==> config.mk <==
export PLATFORM = sky130hd
export DESIGN_NAME = l16_mod_sub_pipe
export DESIGN_NICKNAME = d
export VERILOG_FILES = /design/src/rtl/l16_mod_sub_pipe.sv
export SDC_FILE = /design/constraint.sdc
export NUM_CORES = 1
export LEC_CHECK = 0
export BUFFER_PORTS_ARGS = -buffer_cell sky130_fd_sc_hd__buf_4
export CAP_MARGIN = 20
export CORE_ASPECT_RATIO = 1.4
export CORE_MARGIN = 2
export CORE_UTILIZATION = 30
export DETAILED_ROUTE_END_ITERATION = 8
export SYNTH_ARGS = -nofsm -noshare
export SYNTH_HDL_FRONTEND = slang
export SYNTH_SLANG_ARGS = --single-unit
==> constraint.sdc <==
create_clock -name clk -period 4.7 [get_ports clk]
set_input_delay 0.94 -clock clk [delete_from_list [all_inputs] [get_ports clk]]
set_output_delay 0.94 -clock clk [all_outputs]
set_load 0.03 [all_outputs]
==> src/rtl/l16_mod_sub_pipe.sv <==
// Three-stage pipelined modulo (2^16-1) subtractor: diff = a + ~b with end-around carry,
// using a cyclic Ling prefix (H/Pr) split across S1..S3 and a global-stall valid/ready pipe.
module l16_mod_sub_pipe #(
    parameter bit NORM_ZERO = 1'b1
) (
    input  logic        clk,
    input  logic        rst,
    input  logic        in_valid,
    output logic        in_ready,
    input  logic [15:0] a,
    input  logic [15:0] b,
    output logic        out_valid,
    input  logic        out_ready,
    output logic [15:0] diff,
    output logic        zero
);

    // Left-rotate: bit i takes bit (i-k) mod 16.
    function automatic logic [15:0] rotl(input logic [15:0] v, input int unsigned k);
        logic [31:0] w;
        w = {v, v} << k;
        return w[31:16];
    endfunction

    logic        adv;
    logic        v1, v2, v3;

    logic [15:0] bn, g, p, x, h1, pr1;
    logic [15:0] s1_h, s1_pr, s1_p, s1_x;

    logic [15:0] h2, pr2, h3, pr3;
    logic [15:0] s2_h, s2_pr, s2_p, s2_x;

    logic [15:0] h4, hc, raw;
    logic        zero_raw;
    logic [15:0] diff_next;
    logic [15:0] s3_diff;
    logic        s3_zero;

    assign adv      = ~v3 | out_ready;
    assign in_ready = adv;

    always_comb begin
        bn  = ~b;
        g   = a & bn;
        p   = a | bn;
        x   = a ^ bn;
        h1  = g | rotl(g, 1);
        pr1 = p & rotl(p, 1);
    end

    always_comb begin
        h2  = s1_h | (rotl(s1_pr, 1) & rotl(s1_h, 2));
        pr2 = s1_pr & rotl(s1_pr, 2);
        h3  = h2 | (rotl(pr2, 1) & rotl(h2, 4));
        pr3 = pr2 & rotl(pr2, 4);
    end

    // The final span closes the 16-bit ring, so the carry into bit i is p[i-1] & H4[i-1].
    always_comb begin
        h4        = s2_h | (rotl(s2_pr, 1) & rotl(s2_h, 8));
        hc        = rotl(h4, 1);
        raw       = (~hc & s2_x) | (hc & (s2_x ^ rotl(s2_p, 1)));
        zero_raw  = (raw == 16'h0000) || (raw == 16'hFFFF);
        diff_next = (NORM_ZERO && (raw == 16'hFFFF)) ? 16'h0000 : raw;
    end

    always_ff @(posedge clk) begin
        if (rst) begin
            v1      <= 1'b0;
            v2      <= 1'b0;
            v3      <= 1'b0;
            s3_diff <= 16'h0000;
            s3_zero <= 1'b0;
        end else if (adv) begin
            v1      <= in_valid;
            v2      <= v1;
            v3      <= v2;
            s3_diff <= diff_next;
            s3_zero <= zero_raw;
        end
    end

    // Contents of invalid S1/S2 slots are don't-care, so these carry no reset.
    always_ff @(posedge clk) begin
        if (adv) begin
            s1_h  <= h1;
            s1_pr <= pr1;
            s1_p  <= p;
            s1_x  <= x;
            s2_h  <= h3;
            s2_pr <= pr3;
            s2_p  <= s1_p;
            s2_x  <= s1_x;
        end
    end

    assign out_valid = v3;
    assign diff      = s3_diff;
    assign zero      = s3_zero;

endmodule

==> results of run 1 <==
cells in the mapped netlist, types with 2 or more instances:
| library cell | count | share of area |
|---|---|---|
| sky130_fd_sc_hd__or4_1 | 3 | 0.0037 |
| sky130_fd_sc_hd__nand3_1 | 6 | 0.0049 |
| sky130_fd_sc_hd__edfxtp_1 | 128 | 0.63 |
| sky130_fd_sc_hd__a21o_1 | 17 | 0.021 |
| sky130_fd_sc_hd__nand2_1 | 46 | 0.028 |
| sky130_fd_sc_hd__or3_1 | 2 | 0.0020 |
| sky130_fd_sc_hd__nand4_1 | 3 | 0.0031 |
| sky130_fd_sc_hd__xnor2_1 | 10 | 0.014 |
| sky130_fd_sc_hd__o21bai_1 | 4 | 0.0049 |
| sky130_fd_sc_hd__nand2b_1 | 4 | 0.0041 |
| sky130_fd_sc_hd__a21oi_1 | 24 | 0.020 |
| sky130_fd_sc_hd__dfxtp_1 | 20 | 0.066 |
| sky130_fd_sc_hd__or2_2 | 16 | 0.016 |
| sky130_fd_sc_hd__o21ai_0 | 19 | 0.016 |
| sky130_fd_sc_hd__inv_1 | 49 | 0.030 |
| sky130_fd_sc_hd__nor2_1 | 38 | 0.023 |
| sky130_fd_sc_hd__nor2b_1 | 19 | 0.019 |
| sky130_fd_sc_hd__ha_1 | 32 | 0.066 |
| sky130_fd_sc_hd__a32oi_1 | 6 | 0.0086 |
| sky130_fd_sc_hd__o21ai_1 | 5 | 0.0041 |
power by group through the flow:
stage                     Sequential, mW  Combinational [mW]  Clock, mW
final                               1.65               0.330       1.25
after floorplan                     1.69               0.164          0
after global routing                1.66               0.369       1.34
after detailed placement            1.68               0.336          0
after global placement              1.67               0.330          0
after CTS                           1.65               0.338       1.28
registers in the layout, summed over array words and instances (netlist names):
name       flops
s2_p          16
diff          16
s1_p          16
s2_pr         16
s1_x          16
s1_h          16
v2             1
out_valid      1
v1             1
s1_pr         16
zero           1
s2_x          16
s2_h          16
worst max-delay path by stage:
stage                     startpoint        to  slack (ps)  cells past startpoint
after global placement     out_ready  in_ready        2020                      4
after CTS                  out_ready  in_ready        1990                      4
after detailed placement   out_ready  in_ready        2010                      4
after floorplan            out_ready  diff[10]         410                      6
final                      out_ready  in_ready        2010                      4
after global routing         s2_h[5]   diff[4]        1910                      6
cell type report:
type | count | area (um^2)
Fill cell | 1876 | 12500
Sequential cell | 148 | 4240
Multi-Input combinational cell | 262 | 1670
Clock buffer | 18 | 429
Timing Repair Buffer | 56 | 420
Tap cell | 252 | 315
Inverter | 49 | 188
Clock inverter | 14 | 130
per-stage QoR:
| stage | total power [mW] | worst slack (ps) | utilization |
|---|---|---|---|
| 6_report | 3.23 | 2010 | 0.371 |
| 3_5_place_dp | 2.01 | 2010 | 0.343 |
| 2_1_floorplan | 1.85 | 405 | - |
| 5_1_grt | 3.37 | 1910 | 0.371 |
| 4_1_cts | 3.27 | 1990 | 0.371 |
| 3_3_place_gp | 2.00 | 2020 | 0.343 |
routing by layer:
metal  global-route usage  wire length [um]  part of all wire
met1                0.134              5130              0.42
met4               0.0473               167             0.014
met3               0.0275               437             0.036
met2                0.200              6360              0.53
met5                    0                 0                 0
worst max-delay path, cell delays in order:
cell                         delay, ps
sky130_fd_sc_hd__buf_4             100
sky130_fd_sc_hd__and2b_1           320
sky130_fd_sc_hd__clkinvlp_4        170
sky130_fd_sc_hd__buf_4             200
kinds of logic (layout without fill, tap and decap cells):
family                   after synthesis  in the layout  share of synthesized area
AO/OA/AOI/OAI                         78             78                     0.0811
adder cells (fa/ha/maj)               32             32                     0.0655
AND/OR/NAND/NOR                      142            142                      0.113
flip-flops                           148            148                      0.694
buffers and inverters                 51            137                     0.0319
XOR/XNOR                              10             10                     0.0143
==> metrics.log, run 1 <==
INFO  metric regToRegStartpoint = s2_h[5]
INFO  metric timing_hold_violations_final = 0
INFO  metric cts_sinks = 148
INFO  metric worstMarginPinSlew = 887 ps
INFO  metric crit_path_start_kind = input pin
INFO  metric asyncSetResetFlopFracSynth = 0
INFO  metric worst_hold_path_type = reg2reg
INFO  metric fp.dieW = 125 um
INFO  metric synth_edf_count = 128
INFO  metric place.detailed.hpwl = 9220 um
INFO  metric worstPathMaxFanout = 5
INFO  metric critPathKind = in2out
INFO  metric slew-limit-headroom = 0.406
INFO  metric clockBufferDepth = 2
INFO  metric synth-seq-cells = 148
INFO  metric layout_min_cycle_time = 2690 ps
INFO  metric yosysSeqAreaShare = 0.694
INFO  metric worst_flop_to_flop_path_endpoint = diff[1]
INFO  metric floorplan.rows = 61
INFO  metric totalWireLength = 12100 um
INFO  metric grt_start_max_net_pins = 69
INFO  metric vdd.ir_drop.worst = 283 uV
INFO  metric cts_htree_levels = 4
INFO  metric hold_ws = 418 ps
INFO  metric vias = 3525
INFO  metric finish.cell_count_without_fillers = 799
INFO  metric final_layout_size_suffix_gt1_frac = 0.201
INFO  metric die-height = 173 um
INFO  metric finish.net_count = 602
INFO  metric grt_setup_unrepaired = no
INFO  metric num_antenna_cells = 0
INFO  metric drt_drc_violations_left = 0
INFO  metric syn-num-nets = 529
INFO  metric grtUsageTotal = 0.114
INFO  metric worst_hold_path.num_cells = 0
INFO  metric via_count_of_the_first_global_routing_pass = 3626
INFO  metric global_route_wire_length_before_repair = 18900 um
INFO  metric slew_violations = 0
INFO  metric synth_cells = 461
INFO  metric holdPathEnd = s2_p[14]
INFO  metric cp.arrival = 1750 ps
INFO  metric yosysWarnings = 0
INFO  metric sequentialPowerShare = 0.510
INFO  metric post_cts_resized = 0
INFO  metric synth_cell_type_count = 30
INFO  metric timing.reg2reg.worst_path_depth = 6
INFO  metric power-per-cell-area = 437 nW/um^2
INFO  metric first_iter_violations = 319
INFO  metric dr.pass1.iters = 5
INFO  metric cp.required = 3760 ps
INFO  metric swShare = 0.245
INFO  metric most_used_cells_in_the_layout_excluding_fill_and_tap_cells = sky130_fd_sc_hd__edfxtp_1 (128), sky130_fd_sc_hd__buf_4 (56), sky130_fd_sc_hd__inv_1 (48)
INFO  metric most_common_cell_after_layout_fill_and_taps_aside = sky130_fd_sc_hd__edfxtp_1
INFO  metric synth.avg_cell_area = 13.3 um^2
INFO  metric final_estimated_routing_congestion_in_global_placement = 0.840
INFO  metric clk_pin_slew_worst_paths = 60 ps
INFO  metric post_drt_wl_per_cell = 15.1 um
INFO  metric p_int = 2.44 mW
INFO  metric part_of_the_cycle_the_worst_path_needs = 0.572
INFO  metric area.growth.synth_to_final = 21.1%
INFO  metric numPlacedInstances = 767
INFO  metric design.core.area = 19900 um^2
INFO  metric clock_skew = 11.8 ps
INFO  metric globalRoute.totalOverflow = 0
INFO  metric detail_route.vias_per_cell = 4.41
INFO  metric synthesis.area = 6110 um^2
INFO  metric route.antenna.remaining_nets = 0
INFO  metric total_switching_power = 0.791 mW
INFO  metric part_of_the_power_in_combinational_logic = 0.102
INFO  metric hold_path_startpoint = s1_p[14]
INFO  metric cts_inserted_buffers = 17
INFO  metric post-route-cell-area = 7400 um^2
INFO  metric clock_insertion_delay_worst_skew = 410 ps
INFO  metric clock_tree.root_cell = sky130_fd_sc_hd__clkbuf_16
INFO  metric buffer_ports.inserted = 54
INFO  metric fmax = 0.372 GHz
INFO  metric leakage = 3.02 nW
INFO  metric initial_core_util = 0.307
INFO  metric final-setup-viol-count = 0
INFO  metric cts_post_setup_buffers_inserted = 0
INFO  metric reg2reg_slack = 2130 ps
INFO  metric tritoncts = done
INFO  metric cap_violations = 0
INFO  metric pwr-share-clk = 0.388
INFO  metric timing.setup.tns = 0 ps
INFO  metric design.die.area = 21500 um^2
INFO  metric grt_antenna_before_repair = 0
INFO  metric postCtsHoldBufs = 0
INFO  metric synthFlopType = sky130_fd_sc_hd__edfxtp_1
INFO  metric place_area = 6840 um^2
INFO  metric status = finished clean
INFO  metric end_kind = output pin
INFO  metric floorplan.io_pins = 55
No activity file was read; power rests on OpenSTA's default activity.
==> run 2, diff against run 1 <==
clock period = 2.3 ns   (was 4.7 ns; I/O delays follow)
==> run 2 against run 1 <==
The flow now finishes with violations (negative setup slack). Sequential share of layout area decreased by 1.8 points. Sequential power increased by 100%. Cell count increased by 2.1%. Count of clock-buffer cells in the layout increased by 1. Setup slack got worse by 2100 ps. Core utilization increased by 1.2 points. Non-clock buffer count increased by 18. Worst hold slack got worse by 170 ps. Clock skew decreased by 1.6 ps. Die area unchanged.
==> metrics.log, run 2 (synthesis results as in run 1) <==
INFO  metric reg2reg_slack = -90 ps (-2220 ps)
INFO  metric place_ws = -126 ps (-2130 ps)
INFO  metric worst_flop_to_flop_path_endpoint = diff[2]
INFO  metric buffer_ports.inserted = 54 (unchanged)
INFO  metric crit_end = diff[2]
INFO  metric layout.core_utilization = 0.384 (+0.0121)
INFO  metric worstMarginPinSlew = 455 ps (-432 ps)
INFO  metric critPathSlowestCell = sky130_fd_sc_hd__or4b_4
INFO  metric critPathKind = reg2reg
INFO  metric most_common_cell_after_layout_fill_and_taps_aside = sky130_fd_sc_hd__edfxtp_1
INFO  metric sequential_cell_area = 4250 um^2 (about the same)
INFO  metric status = complete, but fails checks
INFO  metric grt_setup_unrepaired = yes
INFO  metric cap_violations = 0 (unchanged)
INFO  metric final_layout_size_suffix_gt1_frac = 0.232 (+0.0312)
INFO  metric cts_inserted_buffers = 17 (unchanged)
INFO  metric violations = negative setup slack
INFO  metric floorplan.rows = 61 (unchanged)
INFO  metric globalRoute.totalOverflow = 0 (unchanged)
INFO  metric post-route-cell-area = 7640 um^2 (+3.3%)
INFO  metric leakage = 3.15 nW (+4.4%)
INFO  metric finish.net_count = 620 (+3.0%)
INFO  metric drt_drc_violations_left = 0 (unchanged)
INFO  metric global_route_wire_length_before_repair = 19600 um (+3.5%)
INFO  metric cp.required = 2600 ps (-1160 ps)
INFO  metric clock_skew = 10.2 ps (-1.63 ps)
INFO  metric grt_start_max_net_pins = 56 (-19%)
INFO  metric tritoncts = done
INFO  metric totalWireLength = 12400 um (+3.0%)
INFO  metric finish.cell_count_without_fillers = 816 (+2.1%)
INFO  metric design.core.area = 19900 um^2 (unchanged)
INFO  metric timing.setup.tns = -1240 ps (-1240 ps)
INFO  metric vdd.ir_drop.worst = 495 uV (+75%)
INFO  metric num_antenna_cells = 0 (unchanged)
INFO  metric regToRegStartpoint = s2_x[8]
INFO  metric end_kind = flip-flop
INFO  metric grtUsageTotal = 0.120 (+0.00525)
INFO  metric hold_ws = 248 ps (-170 ps)
INFO  metric worstPathCellList = nor2b_4 > a32oi_2 > or4_1 > or4b_4 > buf_6 > o31ai_4 > buf_6 > o21ai_0
INFO  metric cp_num_buf_inv = 2 (-1)
INFO  metric power-per-cell-area = 913 nW/um^2 (+110%)
INFO  metric layout_min_cycle_time = 2390 ps
INFO  metric place.detailed.hpwl = 9520 um (+3.3%)
INFO  metric cts_htree_levels = 4 (unchanged)
INFO  metric die-height = 173 um (unchanged)
INFO  metric route.antenna.remaining_nets = 0 (unchanged)
INFO  metric cpMostUsedCell = sky130_fd_sc_hd__buf_6
INFO  metric part_of_the_cycle_the_worst_path_needs = 1.04
INFO  metric final_estimated_routing_congestion_in_global_placement = 0.828 (-1.4%)
INFO  metric post_drt_wl_per_cell = 15.3 um (+0.82%)
INFO  metric clock_insertion_delay_worst_skew = 420 ps (about the same)
INFO  metric postCtsHoldBufs = 0 (unchanged)
INFO  metric timing_hold_violations_final = 0 (unchanged)
INFO  metric first_iter_violations = 329 (+3.1%)
INFO  metric worst_hold_path_type = in2reg
INFO  metric clk_pin_slew_worst_paths = 60 ps (about the same)
INFO  metric startpoint = s2_x[8]
INFO  metric slew_violations = 0 (unchanged)
INFO  metric worstPathMaxFanout = 9 (+4)
INFO  metric initial_core_util = 0.307 (unchanged)
INFO  metric slew-limit-headroom = 0.694 (+0.288)
INFO  metric cp.arrival = 2690 ps (+940 ps)
INFO  metric n_fill_cell = 1871 (-0.27%)
INFO  metric grt_antenna_before_repair = 0 (unchanged)
INFO  metric crit_path_max_incr_delay = 540 ps (+220 ps)
INFO  metric place_area = 6980 um^2 (+2.0%)
INFO  metric detail_route.vias_per_cell = 4.55 (+3.1%)
INFO  metric final-setup-viol-count = 17 (+17)
INFO  metric area.growth.synth_to_final = 25.0%
INFO  metric timing.final.ws_setup = -89.2 ps (-2100 ps)
INFO  metric fmax = 0.419 GHz
INFO  metric via_count_of_the_first_global_routing_pass = 3753 (+3.5%)
INFO  metric numPlacedInstances = 783 (+2.1%)
INFO  metric cp_num_cells = 8 (+4)
INFO  metric multi_input_comb_area = 1700 um^2 (+1.7%)
INFO  metric timing.reg2reg.worst_path_depth = 8 (+2)
INFO  metric clock_tree.root_cell = sky130_fd_sc_hd__clkbuf_16
INFO  metric timing.critical_path.max_delay_family = simple AND/OR/NAND/NOR gates
INFO  metric design.die.area = 21500 um^2 (unchanged)
INFO  metric post-layout-total-power = 6.98 mW (+120%)
INFO  metric most_used_cells_in_the_layout_excluding_fill_and_tap_cells = sky130_fd_sc_hd__edfxtp_1 (128), sky130_fd_sc_hd__buf_4 (70), sky130_fd_sc_hd__inv_1 (48)
INFO  metric dr.pass1.iters = 5 (unchanged)
INFO  metric crit_path_start_kind = flip-flop
INFO  metric cts_sinks = 148 (unchanged)
INFO  metric clockBufferDepth = 2 (unchanged)
INFO  metric vias = 3712 (+5.3%)
INFO  metric fp.dieW = 125 um (unchanged)
INFO  metric floorplan.io_pins = 55 (unchanged)
run 2: cell count changes in the layout (fill, tap and decap cells not counted), sizes merged:
cell / previous run / this run
buf: 56 / 74
bufinv: 1 / 4
clkinv: 6 / 3
clkinvlp: 5 / 3
clkbuf: 18 / 19
run 2: layout make-up:
type	count	area share
clock inverters	12	0.0234
clock buffers	19	0.0567
flip-flops and latches	148	0.556
multi-input cells	262	0.223
inverters	49	0.0246
repair buffers	74	0.0758
well taps	252	0.0413
run 2: worst reg2reg max path, delay by kind of cell (launching register included):
kind,cells,cell delay [ps]
AND/OR/NAND/NOR,3,1190
flip-flops,1,450
AO/OA/AOI/OAI,3,350
buffers and inverters,2,300
run 2: layer usage:
metal	vias up	wire, um	track usage
met5	-	0	0
met4	0	416	0.0665
met3	22	591	0.0325
met2	115	6420	0.205
met1	1780	5020	0.135
li1	1795	-	-
run 2: worst min path at each step:
stage / start / to / cells after the start
2_1_floorplan: s1_p[0] / s2_p[0] / 0
3_3_place_gp: s1_p[14] / s2_p[14] / 0
3_5_place_dp: s1_x[5] / s2_x[5] / 0
4_1_cts: rst / out_valid / 2
5_1_grt: rst / out_valid / 2
6_report: rst / out_valid / 2
run 2: report_power, final:
group | total [mW] | leakage, nW | internal [mW] | switching [mW]
clock network | 2.85 | 0.292 | 1.81 | 1.04
registers | 3.37 | 1.49 | 3.21 | 0.161
logic | 0.758 | 1.37 | 0.341 | 0.417
run 2: timing repair:
item,in CTS,in global routing
resized for setup,0,8
endpoints found under the hold margin,0,0
setup endpoints to repair,4,17
buffers inserted,1,1
pin swaps,2,1
